### config.mk
export PLATFORM = sky130hd
export DESIGN_NAME = instr_fetch
export DESIGN_NICKNAME = d
export VERILOG_FILES = /design/src/rtl/instr_fetch.sv
export SDC_FILE = /design/constraint.sdc
export NUM_CORES = 1
export LEC_CHECK = 0
export BUFFER_PORTS_ARGS = -buffer_cell sky130_fd_sc_hd__buf_2
export CAP_MARGIN = 10
export CORE_UTILIZATION = 54
export DETAILED_ROUTE_END_ITERATION = 16
export GPL_ROUTABILITY_DRIVEN = 1
export HOLD_SLACK_MARGIN = 0.06
export PLACE_DENSITY = 0.79
export SLEW_MARGIN = 20
export SYNTH_ARGS = -nofsm -noshare
export SYNTH_HDL_FRONTEND = slang
export SYNTH_SLANG_ARGS = --single-unit
### constraint.sdc
create_clock -name clk -period 2.95 [get_ports clk]
set_clock_uncertainty 0.1 [all_clocks]
set_input_delay 0.59 -clock clk [delete_from_list [all_inputs] [get_ports clk]]
set_output_delay 0.59 -clock clk [all_outputs]
set_load 0.05 [all_outputs]
### src/rtl/instr_fetch.sv
// Instruction prefetch unit: streams bytes from a combinational memory into a small FIFO
// and hands them to a consumer with valid/ready, supporting jump redirects and halt.
module instr_fetch #(
  parameter int         DEPTH    = 2,
  parameter logic [7:0] RESET_PC = 8'h00
) (
  input  logic       clk,
  input  logic       reset,
  output logic [7:0] mem_addr,
  input  logic [7:0] mem_dout,
  output logic       mem_we,
  output logic [7:0] mem_din,
  output logic [7:0] instr,
  output logic [7:0] instr_pc,
  output logic       instr_valid,
  input  logic       instr_ready,
  input  logic       jump_en,
  input  logic [7:0] jump_addr,
  input  logic       halt
);

  localparam int PW = (DEPTH > 1) ? $clog2(DEPTH) : 1;
  localparam int CW = $clog2(DEPTH) + 1;
  localparam logic [CW-1:0] FULL = CW'(DEPTH);

  typedef enum logic {RUN, HALTED} state_t;

  state_t        state_reg;
  logic [7:0]    fpc_reg;
  logic [CW-1:0] count_reg;
  logic [PW-1:0] rd_ptr_reg;
  logic [PW-1:0] wr_ptr_reg;
  logic [7:0]    buf_instr [DEPTH];
  logic [7:0]    buf_pc    [DEPTH];
  logic [7:0]    last_instr_reg;
  logic [7:0]    last_pc_reg;

  logic has_entry;
  logic pop;
  logic push;

  assign has_entry = (count_reg != '0);
  // A jump flushes the buffer, so it also suppresses the consumer transfer.
  assign pop  = has_entry & instr_ready & ~jump_en;
  assign push = (state_reg == RUN) & ~jump_en & ~halt & ((count_reg != FULL) | pop);

  assign mem_addr    = fpc_reg;
  assign mem_we      = 1'b0;
  assign mem_din     = 8'h00;
  assign instr_valid = has_entry & ~reset;
  assign instr       = has_entry ? buf_instr[rd_ptr_reg] : last_instr_reg;
  assign instr_pc    = has_entry ? buf_pc[rd_ptr_reg]    : last_pc_reg;

  always_ff @(posedge clk) begin
    if (push) begin
      buf_instr[wr_ptr_reg] <= mem_dout;
      buf_pc[wr_ptr_reg]    <= fpc_reg;
    end
  end

  always_ff @(posedge clk) begin
    if (reset) begin
      state_reg      <= RUN;
      fpc_reg        <= RESET_PC;
      count_reg      <= '0;
      rd_ptr_reg     <= '0;
      wr_ptr_reg     <= '0;
      last_instr_reg <= 8'h00;
      last_pc_reg    <= 8'h00;
    end else begin
      // Remember what was last shown so the outputs hold steady once the buffer drains.
      if (has_entry) begin
        last_instr_reg <= buf_instr[rd_ptr_reg];
        last_pc_reg    <= buf_pc[rd_ptr_reg];
      end
      if (jump_en) begin
        state_reg  <= RUN;
        fpc_reg    <= jump_addr;
        count_reg  <= '0;
        rd_ptr_reg <= '0;
        wr_ptr_reg <= '0;
      end else begin
        if (push) begin
          fpc_reg    <= fpc_reg + 8'd1;
          wr_ptr_reg <= wr_ptr_reg + 1'b1;
        end
        if (pop) begin
          rd_ptr_reg <= rd_ptr_reg + 1'b1;
        end
        case ({push, pop})
          2'b10:   count_reg <= count_reg + 1'b1;
          2'b01:   count_reg <= count_reg - 1'b1;
          default: count_reg <= count_reg;
        endcase
        if (halt) begin
          state_reg <= HALTED;
        end
      end
    end
  end

endmodule

==> results of run 1 <==
## per-stage QoR
stage	total power (W)	area [sq um]	std cells	utilization, %
floorplan	0.00121	2630	233	-
CTS	0.00187	2970	326	66.4
detailed placement	0.00127	2810	310	62.8
global placement	0.00126	2810	310	62.8
finish	0.00186	2970	326	66.4
global route	0.00193	2970	326	66.4
## area by class of cell
class                   instances  area (sq um)
flip-flops and latches         62          1560
fillers                       349          1500
multi-input cells             143           911
repair buffers                 49           255
clock buffers                  14           153
well taps                      52          65.1
inverters                       4          15.0
clock inverters                 2          10.0
## path summary, 6_finish.rpt
| check | startpoint | end | cells after the start |
|---|---|---|---|
| setup / recovery | count_reg[1]$_SDFFE_PP0P_ | instr_pc[0] | 5 |
| hold / removal | mem_dout[6] | buf_instr[1][6]$_DFFE_PP_ | 1 |
| setup reg to reg | mem_addr[0]$_SDFFE_PP0P_ | mem_addr[4]$_SDFFE_PP0P_ | 4 |
| hold reg to reg | rd_ptr_reg$_SDFFE_PP0P_ | rd_ptr_reg$_SDFFE_PP0P_ | 2 |
## where the power goes
group / internal (W) / switching (W)
combinational: 0.0000685 / 0.000215
clock: 0.000326 / 0.000279
sequential: 0.000945 / 0.0000222
total: 0.00134 / 0.000516
## critical path, cell delays in order, from the launching register on
cell and delay, ns:
dfxtp_1 0.44, or2_1 0.14, buf_4 0.37, nor2_1 0.12, a21oi_1 0.14, buf_2 0.28
## cell usage in the layout (no fill, tap or decap), types with 4 or more instances in the layout
cell type	count
dfxtp_1	30
clkbuf_1	4
inv_1	4
clkbuf_8	10
mux2i_1	16
buf_4	4
buf_2	45
o21ai_0	7
nor2_1	30
conb_1	9
edfxtp_1	32
or4_1	4
a211oi_1	18
a311oi_1	6
a21oi_1	19
## routing by layer
metal,wire (um),vias to the layer above,track usage (%)
met5,0,-,0
met4,65,0,11.1
met3,258,6,5.34
met2,2000,58,29.7
met1,1950,809,22.7
li1,-,913,-
## kinds of logic after synthesis
kind of cell,count (synthesis),synth area share (%)
buf+inv,28,6.40
flops,62,60.1
other cells,1,0.144
fa+ha+maj,1,0.481
compound gates,56,14.1
mux,16,6.16
simple gates,60,12.3
xor+xnor,1,0.337
==> impl_summary.md, run 1 <==
Status
The flow ran to the end, but the final reports show violations. The checks that failed: DRC.

Clock tree
The number of buffers added by the clock tree synthesis step is 9. Buffers added to address setup during post-CTS repair amount to 0. The clock reaches the later pin of the worst-skew pair after roughly 0.32 ns. The longest clock path from root to sink contains 2 buffers. The CTS tree is built. The number of clock sinks is 62.

In this run the clock root is driven by a clkbuf_8. Post-CTS repair changed the size of 0 cells. The clock transition at the register clock pins on the worst setup and hold paths after CTS is approximately 0.06 ns. The number of levels in the clock H-tree is 3.

The number of hold buffers added after CTS was 0.

Yosys
The count of cell types in the netlist is 38. The synthesized area is 2600 sq um. Of all flip-flops after synthesis, the portion carrying an async set or reset was 0%.

After synthesis, the mean cell area works out to 11.5 sq um. The number of synthesis warnings is 0. The synthesized design devotes to its leading area cell type between 30% and 40% of total area. After synthesis the netlist holds a flip-flop and latch count of between 60 and 70.

The sequential fraction of the synthesis area is between 60% and 70%. After synthesis, the most frequently instantiated cells are edfxtp_1 (32), dfxtp_1 (30), nor2_1 (30), a21oi_1 (19), a211oi_1 (18). In the synthesized netlist, the number of instances is 225.

The most repeated cell in the gate-level netlist after synthesis is edfxtp_1. The predominant post-synthesis flop cell is edfxtp_1. Yosys attributes the largest share of cell area to edfxtp_1 (37%), dfxtp_1 (23%), mux2i_1 (6.2%). Counting flops with a built-in enable in the synthesized netlist gives 32. The cell accounting for the most synthesized area is edfxtp_1.

Timing
The worst hold-check slack is 0.356 ns. The setup violation total in the final timing report is 0. The timing-limited maximum frequency is between 0.3 and 0.4 GHz. The post-layout minimum cycle time is 2.53 ns.

For the pin with the worst max-slew slack, the measured transition is roughly 0.84 ns. The setup TNS is 0 ns. Setup repair after global routing left no endpoint under its margin. The count of final hold-check violations is 0. The final critical path takes up between 80% and 90% of the cycle. The final count of pins violating max slew is 0.

The normalized max-slew margin is roughly 44%. The final worst setup slack is approximately 0.42 ns.

Global route
In the global route stage, overall resource usage came out at roughly a fifth. The number of antenna violations at the first check in global routing is 0. Entering global routing, the biggest net connects a little under 50 pins.

The number of global-route vias before repair came to around 1,600. The wire length of the first global-routing pass is roughly 7.1 mm. The total grt overflow is 0.

Job
The reported max-cap violation count is 0.

Setup path
Along the worst path, the maximum fanout reaches 48. Across all register-to-register paths, the minimum setup slack is roughly 0.98 ns. Data on the critical path is required at its endpoint by between 2 and 2.5 ns. The critical path is of the reg2out type. The arrival time reported for the critical path endpoint is between 1.5 and 2 ns. The sort of element at the end of the critical path is an output port.

The kind of launch point of the worst setup path is a flip-flop.

Cells and area
In the final design database the tool counted around 290 nets. The repair_antennas step left the layout with diodes totalling 0. In the final layout, the registers with the most flip-flops are buf_instr x16, buf_pc x16.

The area growth from synthesis to layout is 14.3%. Cells with a size suffix above 1 make up between 20% and 30% of the layout.

Power
Summed over all cells, the static leakage comes to roughly 1.1 nW. The power density normalized to cell area is 625 nW/um^2. IR analysis of the VDD net gives a maximum drop of ~0.00024 V.

Floorplanning
Pin placement for this block handled 55 I/O pins. The die boundary width is ~71 um. In this run the core area contains 24 standard-cell rows. The core area is 4470 sq um.

The die is about 71 um tall. For this configuration, the core starts out at a cell density of between 50% and 60%. The floorplan step defined a die boundary enclosing slightly above 5000 sq um.

Drt
The total via count after detailed routing is around 1,800. The number of routed nets with antenna violations is 0. In the routed layout, each cell is associated on average with a via count of 5.48. The first routing iteration left 77 violations. In the routed design, unresolved DRC markers number 3.

The total iterations of the first detailed-routing run is 10. The sum of routed wire length over all layers is about 4.3 mm. The routed length per placed instance is 13.1 um.

Placed design
The pre-CTS setup slack is about 0.79 ns. Routability-driven placement finished with a final weighted congestion of around 0.8. During placement, the flow inserted port buffers numbering 45. Detailed placement finished with a half-perimeter wire length of 2.89 mm.

Worst hold path
The path class of the tightest hold or removal check is in2reg.
(Power assumes the default switching activity.)
==> run 2, diff against run 1 <==
--- a/config.mk
+++ b/config.mk
@@ -11,6 +11,7 @@
 export DETAILED_ROUTE_END_ITERATION = 16
 export GPL_ROUTABILITY_DRIVEN = 1
 export HOLD_SLACK_MARGIN = 0.06
+export MAX_ROUTING_LAYER = met4
 export PLACE_DENSITY = 0.79
 export SLEW_MARGIN = 20
 export SYNTH_ARGS = -nofsm -noshare
==> run 2 against run 1 <==
  * The run still ends with DRC left
  * Maximum frequency hardly changed
  * Routed wire length hardly changed
  * Register-to-register slack hardly changed
  * Combinational power hardly changed
  * Critical endpoint unchanged
==> impl_summary.md, run 2 (synthesis gave the netlist of run 1 again) <==
Floorplanning
The starting density of the core came to 58.1% (unchanged). The number of rows in the core area is 24 (unchanged). The boundary pin count is 55 (unchanged). The die extent in y came to 71.4 um (unchanged). The die boundary width came to 71.4 um (unchanged). The area of the die was 5090 sq um (unchanged). The core area came to 4470 sq um (unchanged).

Drt
The iteration-0 DRC count of the detailed router was 87 (+13%). The sum of routed wire length over all layers is 4.28 mm (about the same). The number of routed nets with antenna violations is 0 (unchanged). The total via count after detailed routing came to 1,784 (-0.11%). The DRC violation count after routing was 3 (unchanged). The via density per instance was 5.47 (-0.11%). The total iterations of the first detailed-routing run is 10 (unchanged). The routed length per placed instance is 13.1 um (about the same).

Setup path
The sort of element at the end of the critical path is an output port. The kind of launch point of the worst setup path is a flip-flop. The type of the setup path with the least slack is reg2out. The critical path starts at count_reg[1]$_SDFFE_PP0P_. The slowest stage of the critical path is the dfxtp_1 cell. The number of buffer and inverter stages on the critical path came to 2 (unchanged).

The arrival time reported for the critical path endpoint was 1.84 ns (about the same). The launch instance of the worst register-to-register path is mem_addr[0]$_SDFFE_PP0P_. The maximum fanout count along the critical path is 48 (unchanged).

On the critical path the largest part of the delay comes from buffers and inverters. The worst stage delay on the critical path was 0.44 ns (about the same). The signal on the critical path passes through or2_1, buf_4, nor2_1, a21oi_1, buf_2. The data required time of the critical path was 2.26 ns (about the same).

Worst hold path
The worst hold path startpoint is mem_dout[6]. The type of the tightest min-delay check is in2reg.

Timing
The count of final hold-check violations is 0 (unchanged). Setup repair after global routing left no endpoint under its margin. The post-layout minimum cycle time is 2.53 ns (+0.00136 ns). The period utilization is 85.7% (about the same).

The setup TNS is 0 ns (unchanged). The timing-limited maximum frequency came to 0.395 GHz (about the same). The setup violation total in the final timing report came to 0 (unchanged). The final worst setup slack is 0.420 ns (-0.00136 ns).

The transition at the pin with the smallest max-transition slack is 0.843 ns (+0.000976 ns). The final count of pins violating max slew is 0 (unchanged). The normalized max-slew margin was 43.5% (-0.065 points).

Cells and area
The commonest non-fill, non-tap cell in the layout is buf_2. The library cells used most frequently in the layout, excluding fill and tap cells, are buf_2 (45), edfxtp_1 (32), nor2_1 (30), dfxtp_1 (30), a21oi_1 (19). The area growth from synthesis to layout is 14.3% (unchanged).

The net count of the finished layout is 291 (unchanged). The largest registers in the layout are buf_instr x16, buf_pc x16. The ratio of cells with drive above 1 in the final layout is 24.1% (unchanged). The total inserted antenna cells is 0 (unchanged).

Power
The maximum vdd ir drop is 0.000242 V (+0.64%). The leakage dissipation is 1.11 nW (unchanged). The power density normalized to cell area is 625 nW/um^2 (about the same).

Clock tree
The number of levels in the clock H-tree is 3 (unchanged). The number of post-CTS setup repair buffers is 0 (unchanged). The post-cts hold buffer count is 0 (unchanged). TritonCTS built the clock tree. The number of clock sinks was 62 (unchanged). The clock network latency to the later pin of the worst-skew pair came to 0.32 ns (about the same). The post-cts gate resize count is 0 (unchanged).

The number of buffers between clock root and the deepest sink is 2 (unchanged). The clock transition at the register clock pins on the worst setup and hold paths after CTS is 0.06 ns (about the same). The root buffer cell is clkbuf_8. The number of buffers added by the clock tree synthesis step was 9 (unchanged).

Global route
The all-layer global routing usage came to 19.3% (+0.68 points). The total grt overflow is 0 (unchanged). The number of global-route vias before repair is 1,608 (+0.062%). The number of antenna violations at the first check in global routing is 0 (unchanged). The largest net degree at the start of global routing is 49 (unchanged). The wire length of the first global-routing pass was 7.09 mm (+0.20%).

Placed design
The half-perimeter wire length of the detailed placement result is 2.89 mm (unchanged). The number of buffer cells added on primary ports is 45 (unchanged). The routability-driven placement congestion ratio is 0.800 (+1.4%).

The pre-CTS setup slack is 0.792 ns (unchanged).

Status
The final reports fail on DRC. The flow ran to the end, but the final reports show violations.

Job
The reported max-cap violation count was 0 (unchanged).
-- run 2: cell counts in the layout (fill, tap and decap cells not counted) --
Identical to the previous run, type by type.
-- run 2: final cells by class --
cell class,instances,area (sq um)
clock buffers,14,153
clock inverters,2,10.0
fillers,349,1500
inverters,4,15.0
multi-input cells,143,911
flip-flops and latches,62,1560
well taps,52,65.1
repair buffers,49,255
-- run 2: report_power, final --
| part | switching [W] | total (W) | internal [W] |
|---|---|---|---|
| Clock | 0.000280 | 0.000606 | 0.000326 |
| Sequential | 0.0000222 | 0.000968 | 0.000945 |
| Combinational | 0.000215 | 0.000283 | 0.0000685 |
-- run 2: path summary, 6_finish.rpt --
check                              end  slack [ns]  cells after the start
max                        instr_pc[0]        0.42                      5
min          buf_instr[1][6]$_DFFE_PP_        0.35                      1
max reg2reg   mem_addr[4]$_SDFFE_PP0P_        0.98                      4
min reg2reg    rd_ptr_reg$_SDFFE_PP0P_        0.41                      2
-- run 2: stage by stage --
step | utilization (%) | cells | instance area (sq um) | power (W) | hold slack, ns
floorplan | - | 233 | 2630 | 0.00121 | 0.367
global placement | 62.8 | 310 | 2810 | 0.00126 | 0.392
detailed placement | 62.8 | 310 | 2810 | 0.00127 | 0.399
CTS | 66.4 | 326 | 2970 | 0.00187 | 0.338
global route | 66.4 | 326 | 2970 | 0.00193 | 0.335
finish | 66.4 | 326 | 2970 | 0.00186 | 0.354
-- run 2: metal layers --
| layer | track usage, % | wire [um] | share of wire, % |
|---|---|---|---|
| met1 | 22.7 | 1960 | 46 |
| met4 | 11.1 | 65 | 1.5 |
| met3 | 5.77 | 256 | 6.0 |
| met2 | 29.7 | 2000 | 47 |
| met5 | - | 0 | 0 |
